<file path="src/rtl/imem_loader.sv">
// imem_loader: receives a byte stream over valid/ready, packs big-endian
// 32-bit words into the instruction memory, and holds the CPU in reset
// until a complete program has been written.
//
// state    | meaning
// ---------+--------------------------------------------------------------
// S_IDLE   | waiting for start; cpu_rst follows the loaded flag
// S_LEN_HI | accepting the high byte of the word count
// S_LEN_LO | accepting the low byte; the range check happens on this byte
// S_DATA   | accepting instruction bytes, writing one word per four bytes
// S_FINISH | last word strobed; release the CPU and pulse done
// S_ERR    | load aborted; raise error, keep the CPU in reset
module imem_loader #(
    parameter int ADDR_WIDTH     = 7,
    parameter int BASE_ADDR      = 0,
    parameter int TIMEOUT_CYCLES = 1000000
) (
    input  logic                  clk,
    input  logic                  rst,
    input  logic                  start,
    input  logic                  rx_valid,
    input  logic [7:0]            rx_data,
    output logic                  rx_ready,
    output logic                  imem_we,
    output logic [ADDR_WIDTH-1:0] imem_addr,
    output logic [31:0]           imem_wdata,
    output logic                  cpu_rst,
    output logic                  busy,
    output logic                  done,
    output logic                  error
);

    localparam int DEPTH = 2 ** ADDR_WIDTH;
    // Idle-gap timer is a down-counter reloaded on every transfer; it trips
    // when an idle cycle finds it already at zero.
    localparam int TW = (TIMEOUT_CYCLES > 1) ? $clog2(TIMEOUT_CYCLES) : 1;
    localparam logic [TW-1:0] TMO_LOAD =
        (TIMEOUT_CYCLES > 1) ? TW'(TIMEOUT_CYCLES - 1) : '0;
    localparam logic [ADDR_WIDTH-1:0] BASE = ADDR_WIDTH'(BASE_ADDR);

    typedef enum logic [2:0] {
        S_IDLE,
        S_LEN_HI,
        S_LEN_LO,
        S_DATA,
        S_FINISH,
        S_ERR
    } state_t;

    state_t                state, state_n;
    logic                  rx_ready_n, imem_we_n, cpu_rst_n, busy_n, done_n, error_n;
    logic                  loaded, loaded_n;
    logic [ADDR_WIDTH-1:0] imem_addr_n;
    logic [31:0]           imem_wdata_n;
    logic [7:0]            len_hi, len_hi_n;
    logic [15:0]           remaining, remaining_n;
    logic [1:0]            byte_idx, byte_idx_n;
    logic [23:0]           word_buf, word_buf_n;
    logic [TW-1:0]         tmo_cnt, tmo_cnt_n;
    logic                  xfer, tmo_hit, len_bad;
    logic [15:0]           len_word;

    assign xfer     = rx_valid && rx_ready;
    assign tmo_hit  = (TIMEOUT_CYCLES != 0) && !xfer && (tmo_cnt == '0);
    assign len_word = {len_hi, rx_data};
    assign len_bad  = (len_word == 16'd0) ||
                      ((32'(len_word) + 32'(BASE_ADDR)) > 32'(DEPTH));

    // Next-state and next-output computation; every output is a register.
    always_comb begin
        state_n      = state;
        imem_we_n    = 1'b0;
        done_n       = 1'b0;
        imem_addr_n  = imem_addr;
        imem_wdata_n = imem_wdata;
        cpu_rst_n    = cpu_rst;
        busy_n       = busy;
        error_n      = error;
        loaded_n     = loaded;
        len_hi_n     = len_hi;
        remaining_n  = remaining;
        byte_idx_n   = byte_idx;
        word_buf_n   = word_buf;
        tmo_cnt_n    = tmo_cnt;

        // Address advances the cycle after each strobe.
        if (imem_we) begin
            imem_addr_n = imem_addr + 1'b1;
        end

        if (xfer) begin
            tmo_cnt_n = TMO_LOAD;
        end else if (state == S_LEN_HI || state == S_LEN_LO || state == S_DATA) begin
            tmo_cnt_n = tmo_cnt - 1'b1;
        end

        case (state)
            S_IDLE: begin
                if (start) begin
                    state_n     = S_LEN_HI;
                    busy_n      = 1'b1;
                    cpu_rst_n   = 1'b1;
                    error_n     = 1'b0;
                    imem_addr_n = BASE;
                    byte_idx_n  = 2'd0;
                    tmo_cnt_n   = TMO_LOAD;
                end else begin
                    cpu_rst_n = ~loaded;
                end
            end
            S_LEN_HI: begin
                if (xfer) begin
                    len_hi_n = rx_data;
                    state_n  = S_LEN_LO;
                end else if (tmo_hit) begin
                    state_n = S_ERR;
                end
            end
            S_LEN_LO: begin
                if (xfer) begin
                    if (len_bad) begin
                        state_n = S_ERR;
                    end else begin
                        remaining_n = len_word;
                        state_n     = S_DATA;
                    end
                end else if (tmo_hit) begin
                    state_n = S_ERR;
                end
            end
            S_DATA: begin
                if (xfer) begin
                    byte_idx_n = byte_idx + 2'd1;
                    case (byte_idx)
                        2'd0: word_buf_n[23:16] = rx_data;
                        2'd1: word_buf_n[15:8]  = rx_data;
                        2'd2: word_buf_n[7:0]   = rx_data;
                        default: begin
                            imem_we_n    = 1'b1;
                            imem_wdata_n = {word_buf, rx_data};
                            if (remaining == 16'd1) begin
                                state_n = S_FINISH;
                            end else begin
                                remaining_n = remaining - 16'd1;
                            end
                        end
                    endcase
                end else if (tmo_hit) begin
                    state_n = S_ERR;
                end
            end
            S_FINISH: begin
                done_n    = 1'b1;
                busy_n    = 1'b0;
                cpu_rst_n = 1'b0;
                loaded_n  = 1'b1;
                state_n   = S_IDLE;
            end
            S_ERR: begin
                error_n   = 1'b1;
                busy_n    = 1'b0;
                loaded_n  = 1'b0;
                cpu_rst_n = 1'b1;
                state_n   = S_IDLE;
            end
            default: begin
                state_n = S_IDLE;
            end
        endcase

        rx_ready_n = (state_n == S_LEN_HI) || (state_n == S_LEN_LO) ||
                     (state_n == S_DATA);
    end

    // State and output registers with synchronous reset.
    always_ff @(posedge clk) begin
        if (rst) begin
            state      <= S_IDLE;
            rx_ready   <= 1'b0;
            imem_we    <= 1'b0;
            imem_addr  <= BASE;
            imem_wdata <= 32'd0;
            cpu_rst    <= 1'b1;
            busy       <= 1'b0;
            done       <= 1'b0;
            error      <= 1'b0;
            loaded     <= 1'b0;
            len_hi     <= 8'd0;
            remaining  <= 16'd0;
            byte_idx   <= 2'd0;
            word_buf   <= 24'd0;
            tmo_cnt    <= '0;
        end else begin
            state      <= state_n;
            rx_ready   <= rx_ready_n;
            imem_we    <= imem_we_n;
            imem_addr  <= imem_addr_n;
            imem_wdata <= imem_wdata_n;
            cpu_rst    <= cpu_rst_n;
            busy       <= busy_n;
            done       <= done_n;
            error      <= error_n;
            loaded     <= loaded_n;
            len_hi     <= len_hi_n;
            remaining  <= remaining_n;
            byte_idx   <= byte_idx_n;
            word_buf   <= word_buf_n;
            tmo_cnt    <= tmo_cnt_n;
        end
    end

endmodule

</file>
<file path="config.mk">
export PLATFORM = sky130hd
export DESIGN_NAME = imem_loader
export DESIGN_NICKNAME = d
export VERILOG_FILES = /design/src/rtl/imem_loader.sv
export SDC_FILE = /design/constraint.sdc
export NUM_CORES = 1
export LEC_CHECK = 0
export BUFFER_PORTS_ARGS = -buffer_cell sky130_fd_sc_hd__buf_2
export CAP_MARGIN = 20
export CORE_MARGIN = 1
export CORE_UTILIZATION = 50
export CTS_BUF_LIST = sky130_fd_sc_hd__clkbuf_8
export CTS_CLUSTER_SIZE = 10
export DETAILED_ROUTE_END_ITERATION = 7
export PLACE_DENSITY_LB_ADDON = 0.25
export SETUP_SLACK_MARGIN = 0.4
export SLEW_MARGIN = 20
export SYNTH_ARGS = -nofsm -noshare
export SYNTH_HDL_FRONTEND = slang
export SYNTH_SLANG_ARGS = --single-unit
</file>
<file path="constraint.sdc">
create_clock -name clk -period 2.1 [get_ports clk]
set_input_delay 0.105 -clock clk [delete_from_list [all_inputs] [get_ports clk]]
set_output_delay 0.105 -clock clk [all_outputs]
set_load 0.02 [all_outputs]
</file>
### Yosys cells after proc, flatten, opt, wreduce, memory -nomap -nowiden

Cells that the tools add are included.

| operators by class | value |
|---|---|
| add/subtract/negate cells | 4 |
| $lt $le $gt $ge | 1 |
| equal/unequal tests | 17 |
| mux-type cells | 34 |
| bitwise operators | 4 |
| reductions and logical operators | 30 |

Operators with widths:

| cell | count |
|---|---|
| 16-bit 2-to-1 mux | 5 |
| 20-bit 2-to-1 mux | 4 |
| 16-bit one-hot mux with 2 select lines | 1 |
| 3-bit 2-to-1 mux | 8 |
| 7-bit 2-to-1 mux | 3 |
| 20-bit logical NOT | 1 |
| 20-bit by 1-bit subtractor with 20-bit output, second input constant | 1 |
| 16-bit by 1-bit equality test with 1-bit output, second input constant | 1 |
| 16-bit by 8-bit greater-than comparator with 1-bit output, second input constant | 1 |
| 16-bit logical NOT | 1 |
| 16-bit by 1-bit subtractor with 16-bit output, second input constant | 1 |
| 3-bit AND reduction | 5 |
| 3-bit by 2-bit equality test with 1-bit output, second input constant | 4 |
| 2-bit inequality test, second input constant | 6 |
| 3-bit one-hot mux with 4 select lines | 1 |
| 2-bit nonzero test | 5 |
| 7-bit by 1-bit adder with 7-bit output, second input constant | 1 |
| 3-bit by 1-bit equality test with 1-bit output, second input constant | 2 |
| 3-bit equality test, second input constant | 2 |
| 1-bit one-hot mux with 2 select lines | 3 |
| 2-bit AND reduction | 3 |
| 6-bit AND reduction | 1 |
| 3-bit OR reduction | 2 |
| 1-bit logical OR | 5 |
| 14 further kinds | 23 |

| word-level totals | value |
|---|---|
| register bits | 119 |
| output and inout bits | 45 |
| word-level logic and storage cells | 107 |

### Depth between registers and ports, before layout

| depth | value |
|---|---|
| depth after elaboration | 9 |
| depth in mapped cells | 7 |
| mapped depth without buffers | 7 |

### Least setup slack after synthesis

No wires, ideal clock.

| timing path | value |
|---|---|
| path type | register -> register |
| start point | register remaining[0] |
| end point | register remaining[12] |
| setup time | 0.119 ns |
| arrival time | 2.146 ns |
| data required time | 1.981 ns |
| setup slack | -0.165 ns |
| cell stages (with the launch flop) | 7 |
| buffers on the path | 0 |
| path through | dfxtp_1 > inv_1 > ha_1 > or3b_2 > nor4b_1 > a41oi_1 > o221a_2 |

| on the way | value |
|---|---|
| cells in the longest elaborated chain, start to end | 5 |
| elaborated cells on any way between the ends | 8 |

Ends and longest elaborated chain:

| what | RTL line | RTL |
|---|---|---|
| start, declared | 56 | `logic [15:0] remaining, remaining_n;` |
| start signal, assigned | 205 | `remaining <= remaining_n;` |
| 16-bit by 1-bit subtractor with 16-bit output | 144 | `remaining_n = remaining - 16'd1;` |
| 16-bit 2-to-1 mux | 141 | `if (remaining == 16'd1) begin` |
| 16-bit 2-to-1 mux | 134 | `case (byte_idx)` |
| 16-bit 2-to-1 mux | 132 | `if (xfer) begin` |
| 16-bit one-hot mux with 2 select lines | 97 | `case (state)` |

Parallel ways exist; a longest one is shown, timed or not. The select of a mux whose other input is x is not followed.
A chain may end at the register's enable or synchronous reset.

### Worst setup path in the final report

| timing path | value |
|---|---|
| start point | register len_hi[1] |
| end point | register remaining[2] |

| on the way | value |
|---|---|
| cells in the longest elaborated chain, start to end | 4 |
| elaborated cells on any way between the ends | 5 |

Ends and longest elaborated chain:

| what | RTL line | RTL |
|---|---|---|
| start, declared | 55 | `logic [7:0] len_hi, len_hi_n;` |
| start signal, assigned | 204 | `len_hi <= len_hi_n;` |
| 16-bit by 8-bit greater-than comparator with 1-bit output or 16-bit logical NOT (tied branches) | 67, 66 |  |
| 1-bit logical OR * | 66 | `assign len_bad = (len_word == 16'd0) \|\|` |
| 2-bit inequality test (no line) * | -- |  |
| 6-bit AND reduction (no line) * | -- |  |

Every way passes the cells marked *; elsewhere a longest branch is shown, timed or not.

==> metrics.txt <==
Skew-Pair Late Insertion Delay 430 ps; row count 37; Final setup viols 0; hold_buf cts 0; basic-gate share of the synthesized area counting and, or, nand and nor cells 0.242; DIE WIDTH 104 µm; Clock Skews 7.92 ps; met3 WL 1.04 mm; synth-to-layout area growth 32.8%; Num CTS Buffers 17; synthesized flop and latch total 119; Port Buffers 56; DR pass1 iterations 5; die height 104 µm; vias per inst 5.94; final-layout fill cell count 808; Synth Area in XOR/XNOR 0.0334; global route total overflow 0; outcome finished, final reports clean; met2 routed WL 7.62 mm; Mapped Area 0.00525 mm²; dpl ws 29.8 ps; proportion of synthesized area in mux cells 0.00191; Starting Density 0.513; Post-synth EDFFs 0; Finished Cell Area 0.00697 mm²; ys async rst share 0; Vias 5295; Total Wirelength 15.4 mm; Clock Path Buffers 2; most frequent cells in the layout nand2_1 (117), dfxtp_1 (106), a21oi_1 (101); Ys Warns 0; Final TNS setup 0 ps; post-synthesis adder-cell area fraction 0.0215; area of the core 0.0102 mm²; most common cell after layout, fill and taps aside nand2_1; Placement Cell Area 0.00584 mm²; H-tree depth 4; CTS tree yes; antenna viol nets, final 0; vias in the first global route 4840; Primary FF master, synth dfxtp_1; Max Slew Vio Count 0; # clock sinks 119; Worst Setup End Kind register; Max Cap Violations 0; register area share after synthesis 0.454; power after layout 4.84 mW; Avg Cell Area, Syn 8.11 µm²; worst-path fanout max 5; post-synthesis cell type count 60; Final Hold Viols 0; class of the worst hold path in -> reg; Wirelength per Cell 17.3 µm; I/O pin total 57; clk root buf clkbuf_8; Final Worst Setup Slack 139 ps; RSZ-0062 raised after global routing true; first-pass GRT wire length 23.6 mm; Final Util 0.681; uppermost layer routed met4; initial antenna violation count 0; largest family of logic cells by synthesized area simple AND/OR/NAND/NOR gates; # DRC 0; CP Launch Type register; DRT met1 WL 6.33 mm; Worst-Margin Slew 575 ps; slew margin rel. 0.616; GR Util All Layers 0.272; # diodes 0; peak supply drop 0.399 mV; Tcrit/Tclk final 0.934; initial DRC count 495; nets 766; CP Class reg -> reg; Cell Pwr Density 695 mW/mm²; Worst Path Required 2430 ps; clock-pin slew on the worst setup and hold paths 70 ps; GPL Wtd Cong 0.864; full die area 0.0109 mm²; min Tclk post-route 1960 ps; Lkg Pwr 2.60 nW; crit path DAT 2290 ps; Compound-Gate Fraction of Synth Area 0.199; largest net degree at the start of global routing 100; dpl hpwl 8.84 mm; Syn Nets 668; FMAX 510 MHz; Mapped Cells 647; fraction of layout cells with a size suffix above 1 0.330
## cell usage after synthesis, types with 3 or more instances
cell,count,area [µm²]
o22ai_1,6,37.5
nand2_1,122,458
a21oi_1,108,541
or3_2,3,22.5
nor3_1,21,105
nor2_1,42,158
xor2_1,7,61.3
nor4_1,8,50.1
nand2b_1,3,18.8
clkbuf_8,3,41.3
or3_1,6,37.5
a22oi_1,6,45.0
o32ai_1,6,52.6
o21ai_0,18,90.1
xnor2_1,13,114
clkbuf_1,38,143
ha_1,9,113
nand4_1,5,31.3
dfxtp_1,119,2380
inv_1,10,37.5
a32o_1,6,60.1
a31oi_1,3,18.8
nand3_1,32,160
and3_1,3,18.8
a21boi_0,3,22.5
## power breakdown
group / total (mW) / switching [mW] / internal [mW]
clock network: 2.09 / 0.880 / 1.21
logic: 0.416 / 0.249 / 0.167
registers: 2.34 / 0.0510 / 2.29
## per-layer routing
layer,track usage,vias to the layer above
met5,0,-
met2,0.444,225
met1,0.345,2539
met3,0.0564,43
li1,-,2488
met4,0.120,0
## cell type report
class	instances	area [µm²]	area share
Timing Repair Buffer	122	816	0.117
Clock inverter	10	131	0.0189
Sequential cell	119	2410	0.346
Clock buffer	19	262	0.0375
Multi-Input combinational cell	475	3140	0.450
Inverter	10	40.0	0.00575
Tap cell	136	170	0.0244
## state kept, by name (all words and copies together), names as in the netlist
register and cells:
len_hi 8, busy 1, cpu_rst 1, tmo_cnt 20, imem_addr 7, done 1
loaded 1, rx_ready 1, imem_we 1, remaining 16, error 1, byte_idx 2
word_buf 24, imem_wdata 32, state 3
## metrics by stage
stage               hold slack [ps]  cells
floorplan                       241    647
CTS                            83.8    874
finish                          107    891
global route                   97.0    891
detailed placement              443    827
global placement                439    827
## path summary, 6_finish.rpt
| path | from | endpoint | slack [ps] | cells past startpoint |
|---|---|---|---|---|
| max | len_hi[1] | remaining[2] | 140 | 7 |
| min | rx_data[5] | imem_wdata[5] | 110 | 4 |
| max reg2reg | len_hi[1] | remaining[2] | 140 | 7 |
| min reg2reg | imem_wdata[27] | imem_wdata[27] | 450 | 2 |
## timing repair
item,CTS,global route
pin swaps,36,26
cloned,2,2
resized for setup,68,37
setup buffers,16,15
setup endpoints to repair,72,82
## worst max-delay path: stages (launching register included)
cell       delay, ps
dfxtp_4          360
nor4_4           280
nand3_2          170
a2111oi_4        410
buf_4            240
buf_4            120
o22ai_2           50
a32o_1           230
## logic make-up after synthesis
group	count (synthesis)
buffers and inverters	54
multiplexers	1
AO/OA/AOI/OAI	176
XOR/XNOR	20
flip-flops	119
adder cells (fa/ha/maj)	9
AND/OR/NAND/NOR	268
No activity file was read; power rests on OpenSTA's default activity.
